## config.mk

```make
export PLATFORM = sky130hd
export DESIGN_NAME = pipe_ctrl
export DESIGN_NICKNAME = d
export VERILOG_FILES = /design/src/rtl/pipe_ctrl_pkg.sv /design/src/rtl/pipe_ctrl_load_use.sv /design/src/rtl/pipe_ctrl.sv
export SDC_FILE = /design/constraint.sdc
export NUM_CORES = 1
export LEC_CHECK = 0
export CORE_ASPECT_RATIO = 1.75
export CORE_MARGIN = 3
export CORE_UTILIZATION = 45
export CTS_CLUSTER_SIZE = 10
export DETAILED_ROUTE_END_ITERATION = 12
export PLACE_DENSITY = 0.93
export SYNTH_ARGS = -nofsm -noshare
export SYNTH_HDL_FRONTEND = slang
export SYNTH_SLANG_ARGS = --single-unit
```

## constraint.sdc

```tcl
create_clock -name clk -period 3.7 [get_ports clk]
set_clock_uncertainty 0.05 [all_clocks]
set_input_delay 0.74 -clock clk [delete_from_list [all_inputs] [get_ports clk]]
set_output_delay 0.74 -clock clk [all_outputs]
set_load 0.005 [all_outputs]
```

## src/rtl/pipe_ctrl_pkg.sv

```systemverilog
// pipe_ctrl_pkg: shared types and defaults for the pipeline sequencer.
package pipe_ctrl_pkg;
  typedef enum logic [1:0] {RUN, DWAIT, DRAIN, HALTED} state_t;
  localparam int CNT_W_DEF = 16;
  typedef struct packed {
    logic en;
    logic bubble;
  } stage_ctrl_t;
endpackage

```

## src/rtl/pipe_ctrl_load_use.sv

```systemverilog
// load_use_detect: flags a load in DX whose destination feeds a source read in FD.
module load_use_detect (
  input  logic       DX_memRead,
  input  logic [2:0] DX_writeReg,
  input  logic [2:0] FD_rs,
  input  logic [2:0] FD_rt,
  input  logic       FD_rs_used,
  input  logic       FD_rt_used,
  output logic       load_use
);
  assign load_use = DX_memRead & ((FD_rs_used & (FD_rs == DX_writeReg)) |
                                  (FD_rt_used & (FD_rt == DX_writeReg)));
endmodule

```

## src/rtl/pipe_ctrl.sv

```systemverilog
// pipe_ctrl: per-cycle enable/bubble sequencer for the five-stage pipeline.
module pipe_ctrl
  import pipe_ctrl_pkg::*;
#(
  parameter int CNT_W = CNT_W_DEF
) (
  input  logic             clk,
  input  logic             rst,
  input  logic             imem_done,
  input  logic             dmem_req,
  input  logic             dmem_done,
  input  logic             DX_memRead,
  input  logic [2:0]       DX_writeReg,
  input  logic [2:0]       FD_rs,
  input  logic [2:0]       FD_rt,
  input  logic             FD_rs_used,
  input  logic             FD_rt_used,
  input  logic             XM_redirect,
  input  logic             FD_halt,
  input  logic             MW_halt,
  output logic             pc_en,
  output logic             FD_en,
  output logic             DX_en,
  output logic             XM_en,
  output logic             MW_en,
  output logic             FD_bubble,
  output logic             DX_bubble,
  output logic             XM_bubble,
  output logic             MW_bubble,
  output logic             halted,
  output logic [CNT_W-1:0] stall_cnt
);
  state_t            state_q, state_d;
  logic              drain_q, drain_d;
  logic [CNT_W-1:0]  stall_cnt_q, stall_cnt_d;
  stage_ctrl_t       fd, dx, xm, mw;
  logic              load_use, mode_drain, mem_wait;

  load_use_detect u_lud (
    .DX_memRead (DX_memRead),
    .DX_writeReg(DX_writeReg),
    .FD_rs      (FD_rs),
    .FD_rt      (FD_rt),
    .FD_rs_used (FD_rs_used),
    .FD_rt_used (FD_rt_used),
    .load_use   (load_use)
  );

  // DWAIT resumes into whichever mode it interrupted, tracked by drain_q.
  always_comb begin
    fd = '{en: 1'b1, bubble: 1'b0};
    dx = '{en: 1'b1, bubble: 1'b0};
    xm = '{en: 1'b1, bubble: 1'b0};
    mw = '{en: 1'b1, bubble: 1'b0};
    pc_en = 1'b1;
    halted = 1'b0;
    state_d = state_q;
    drain_d = drain_q;
    mode_drain = (state_q == DRAIN) | ((state_q == DWAIT) & drain_q);
    mem_wait = (state_q == DWAIT) ? ~dmem_done : dmem_req & ~dmem_done;
    if (state_q == HALTED) begin
      pc_en = 1'b0;
      fd.en = 1'b0;
      dx.en = 1'b0;
      xm.en = 1'b0;
      mw.en = 1'b0;
      halted = 1'b1;
    end else if (mem_wait) begin
      pc_en = 1'b0;
      fd.en = 1'b0;
      dx.en = 1'b0;
      xm.en = 1'b0;
      mw.bubble = 1'b1;
      state_d = DWAIT;
      drain_d = mode_drain;
    end else begin
      state_d = mode_drain ? (MW_halt ? HALTED : DRAIN) : RUN;
      if (mode_drain) begin
        pc_en = 1'b0;
        fd.bubble = 1'b1;
        dx.bubble = XM_redirect;
        xm.bubble = XM_redirect;
      end else if (XM_redirect) begin
        fd.bubble = 1'b1;
        dx.bubble = 1'b1;
        xm.bubble = 1'b1;
      end else if (load_use) begin
        pc_en = 1'b0;
        fd.en = 1'b0;
        dx.bubble = 1'b1;
      end else if (!imem_done) begin
        pc_en = 1'b0;
        fd.bubble = 1'b1;
      end else if (FD_halt) begin
        pc_en = 1'b0;
        state_d = DRAIN;
      end
    end
  end

  assign stall_cnt_d = (!pc_en && state_q != HALTED && !(&stall_cnt_q)) ?
                       stall_cnt_q + CNT_W'(1) : stall_cnt_q;

  always_ff @(posedge clk or posedge rst) begin
    if (rst) begin
      state_q <= RUN;
      drain_q <= 1'b0;
      stall_cnt_q <= '0;
    end else begin
      state_q <= state_d;
      drain_q <= drain_d;
      stall_cnt_q <= stall_cnt_d;
    end
  end

  assign {FD_en, FD_bubble} = fd;
  assign {DX_en, DX_bubble} = dx;
  assign {XM_en, XM_bubble} = xm;
  assign {MW_en, MW_bubble} = mw;
  assign stall_cnt = stall_cnt_q;
endmodule
```

==> flow_summary.json <==
{
  "ff_latch_area_um2": 475,
  "rows": 23,
  "wire_per_inst_um": 14.8,
  "synth_top_family_by_area": "simple AND/OR/NAND/NOR gates",
  "postCtsSetupRepairBufs": 0,
  "synthesis.area_um2": 1120,
  "hold_class": "flip-flop to flip-flop",
  "status": "completed",
  "avgSynthCellArea_um2": 9.55,
  "ys_seq_area_frac": 0.426,
  "top_layer": "met4",
  "worstSetupPathType": "input pin to output pin",
  "multi_input_area_um2": 601,
  "tns_ps": 0,
  "setup_slack_ps": 183,
  "wl_met3_um": 239,
  "pre_cts_ws_ps": 184,
  "core_area_um2": 2330,
  "fill_cells": 170,
  "post-place-cells": 186,
  "cp_slowest_cell": "clkdlybuf4s50_1",
  "cap_violations": 0,
  "fin_nets": 187,
  "crit_arrival_ps": 2730,
  "slew_viol_final": 0,
  "initial_core_util": 0.479,
  "dpl_cell_area_um2": 1590,
  "synthMuxAreaShare": 0.0190,
  "cpLargestDelayFamily": "buffers and inverters",
  "routed_wirelength_mm": 2.81,
  "clk_pin_slew_ps": 70,
  "cts_tree": "built",
  "final_area_um2": 1630,
  "clockRootBuffer": "clkbuf_8",
  "grt_pass1_vias": 1019,
  "instances_no_fill": 190,
  "final_core_util": 0.700,
  "irDropWorstVdd_v": 0.000388,
  "power.density_nw_per_um2": 529,
  "crit_fanout": 2,
  "vias": 1025,
  "h-tree-depth": 1,
  "ys_ff_latch": 19,
  "final_cell_mix": "45 x clkdlybuf4s50_1, 19 x dfrtp_1, 14 x nand2_1, 11 x xnor2_1",
  "synth_compound_gate_area_share": 0.0784,
  "synth_xor_area_frac": 0.165,
  "place_congestion": 0.823,
  "min_from": "stall_cnt[14]$_DFFE_PP0P_",
  "n_antenna_cell": 0,
  "grt-ovfl-total": 0,
  "crit_buf_inv": 2,
  "synth_flop_cell": "dfrtp_1",
  "io_pins": 46,
  "synthAdderAreaFrac": 0.0112,
  "ant_nets": 0,
  "layout-drive-gt1-share": 0.0727,
  "dr.pass1.iters": 4,
  "synth_simple_gate_area_frac": 0.264,
  "post-route-min-period_ps": 3520,
  "cts_sinks": 19,
  "place_hpwl_mm": 2.19,
  "slew_headroom": 0.513,
  "grt_pass1_wl_mm": 4.51,
  "hold_buffers": 0,
  "worst_slew_pin_slew_ps": 730,
  "clock.fmax_ghz": 0.284,
  "crit_top_cell": "clkdlybuf4s50_1",
  "drtIter0Drc": 15,
  "postSynthCellCount": 117,
  "antenna_found_initial": 0,
  "fin_hold_ws_ps": 446,
  "synth_enable_flop_cells": 0,
  "syn_nets": 138,
  "met2_length_mm": 1.53,
  "dieArea_um2": 3140,
  "max-clock-path-buffers": 2,
  "yosys_warnings": 0,
  "vias_per_cell": 5.39,
  "leakage_nw": 0.655,
  "post-route-drc-count": 0,
  "crit_start": "DX_writeReg[0]",
  "required_ps": 2910,
  "die_w_um": 43.7,
  "track_usage": 0.186,
  "cts_buffers": 3,
  "finalPower_mw": 0.864,
  "grt_max_degree": 20,
  "syn_to_final_growth_pct": 46.1,
  "cts_resized": 0,
  "start_kind": "input pin",
  "clock_latency_ps": 250,
  "crit_chain": "clkdlybuf4s50_1 -> xnor2_1 -> nand4_1 -> a21boi_0 -> a21oi_1 -> a211oi_1 -> clkdlybuf4s50_1",
  "portBuffers": 45,
  "fin_crit_sh": 0.951,
  "endpoint_kind": "output pin",
  "final_common_cell": "clkdlybuf4s50_1",
  "hold_viol": 0,
  "async_flop_share": 1.00,
  "drt-met1-wl_um": 984,
  "slowest_delay_ps": 530,
  "rr_startpoint": "stall_cnt[3]$_DFFE_PP0P_",
  "die_y_um": 71.9,
  "synth_cell_types": 31,
  "rsz0062_at_grt": "false",
  "setup_viol": 0
}
==> per-layer routing <==
metal  track usage  vias to the layer above
met4        0.0805                        0
met3        0.0323                        5
met2         0.346                       40
met5             0                        -
li1              -                      491
met1         0.196                      489
==> power by group <==
part	leakage, nW	internal, mW	switching, mW
Clock	0.0228	0.0765	0.0648
Sequential	0.216	0.275	0.0836
Combinational	0.416	0.216	0.147
Total	0.655	0.568	0.295
==> flip-flops by register name (all words and copies together), names as in the netlist <==
signal     cells
state_q        2
drain_q        1
stall_cnt     16
==> cells in the mapped netlist, types with 2 or more instances <==
| library cell | number | area, µm² |
|---|---|---|
| xnor2_1 | 11 | 96.3 |
| nand3_1 | 7 | 35.0 |
| xor2_1 | 10 | 87.6 |
| nor2b_1 | 3 | 18.8 |
| dfrtp_1 | 19 | 475 |
| nor4_1 | 4 | 25.0 |
| inv_1 | 6 | 22.5 |
| nand2b_1 | 2 | 12.5 |
| a21boi_0 | 2 | 15.0 |
| and3_1 | 2 | 12.5 |
| nor3_2 | 4 | 40.0 |
| nand4_1 | 3 | 18.8 |
| nor3_1 | 3 | 15.0 |
| a21oi_1 | 2 | 10.0 |
| nor2_1 | 10 | 37.5 |
| nand2_1 | 14 | 52.6 |
==> logic make-up after synthesis <==
logic type / count (synthesis)
mux: 2
simple gates: 55
xor+xnor: 21
compound gates: 11
buf+inv: 8
fa+ha+maj: 1
flops: 19
==> cell type report <==
| class | count | share of cell area |
|---|---|---|
| timing repair buffer | 46 | 0.280 |
| sequential | 19 | 0.291 |
| multi-input combinational | 90 | 0.368 |
| clock buffer | 4 | 0.0276 |
| inverter | 6 | 0.0138 |
| tap | 25 | 0.0192 |
==> worst reg2reg max path, cell delays in order (launching register included) <==
cell     delay, ps
dfrtp_1        440
and4_1         260
nand4_1        240
o31ai_1        380
a21o_4         260
nor4_1          90
xor2_1         170
==> path summary, 6_finish.rpt <==
check                                             to  slack (ps)  cells past startpoint
max reg2reg                 stall_cnt[7]$_DFFE_PP0P_        1680                      6
max in group asynchronous  stall_cnt[11]$_DFFE_PP0P_        2280                      2
min                        stall_cnt[14]$_DFFE_PP0P_         450                      1
min in group asynchronous   stall_cnt[0]$_DFFE_PP0P_         860                      2
min reg2reg                stall_cnt[14]$_DFFE_PP0P_         450                      1
max                                        DX_bubble         180                      7
Power figures use the tool's default switching activity.
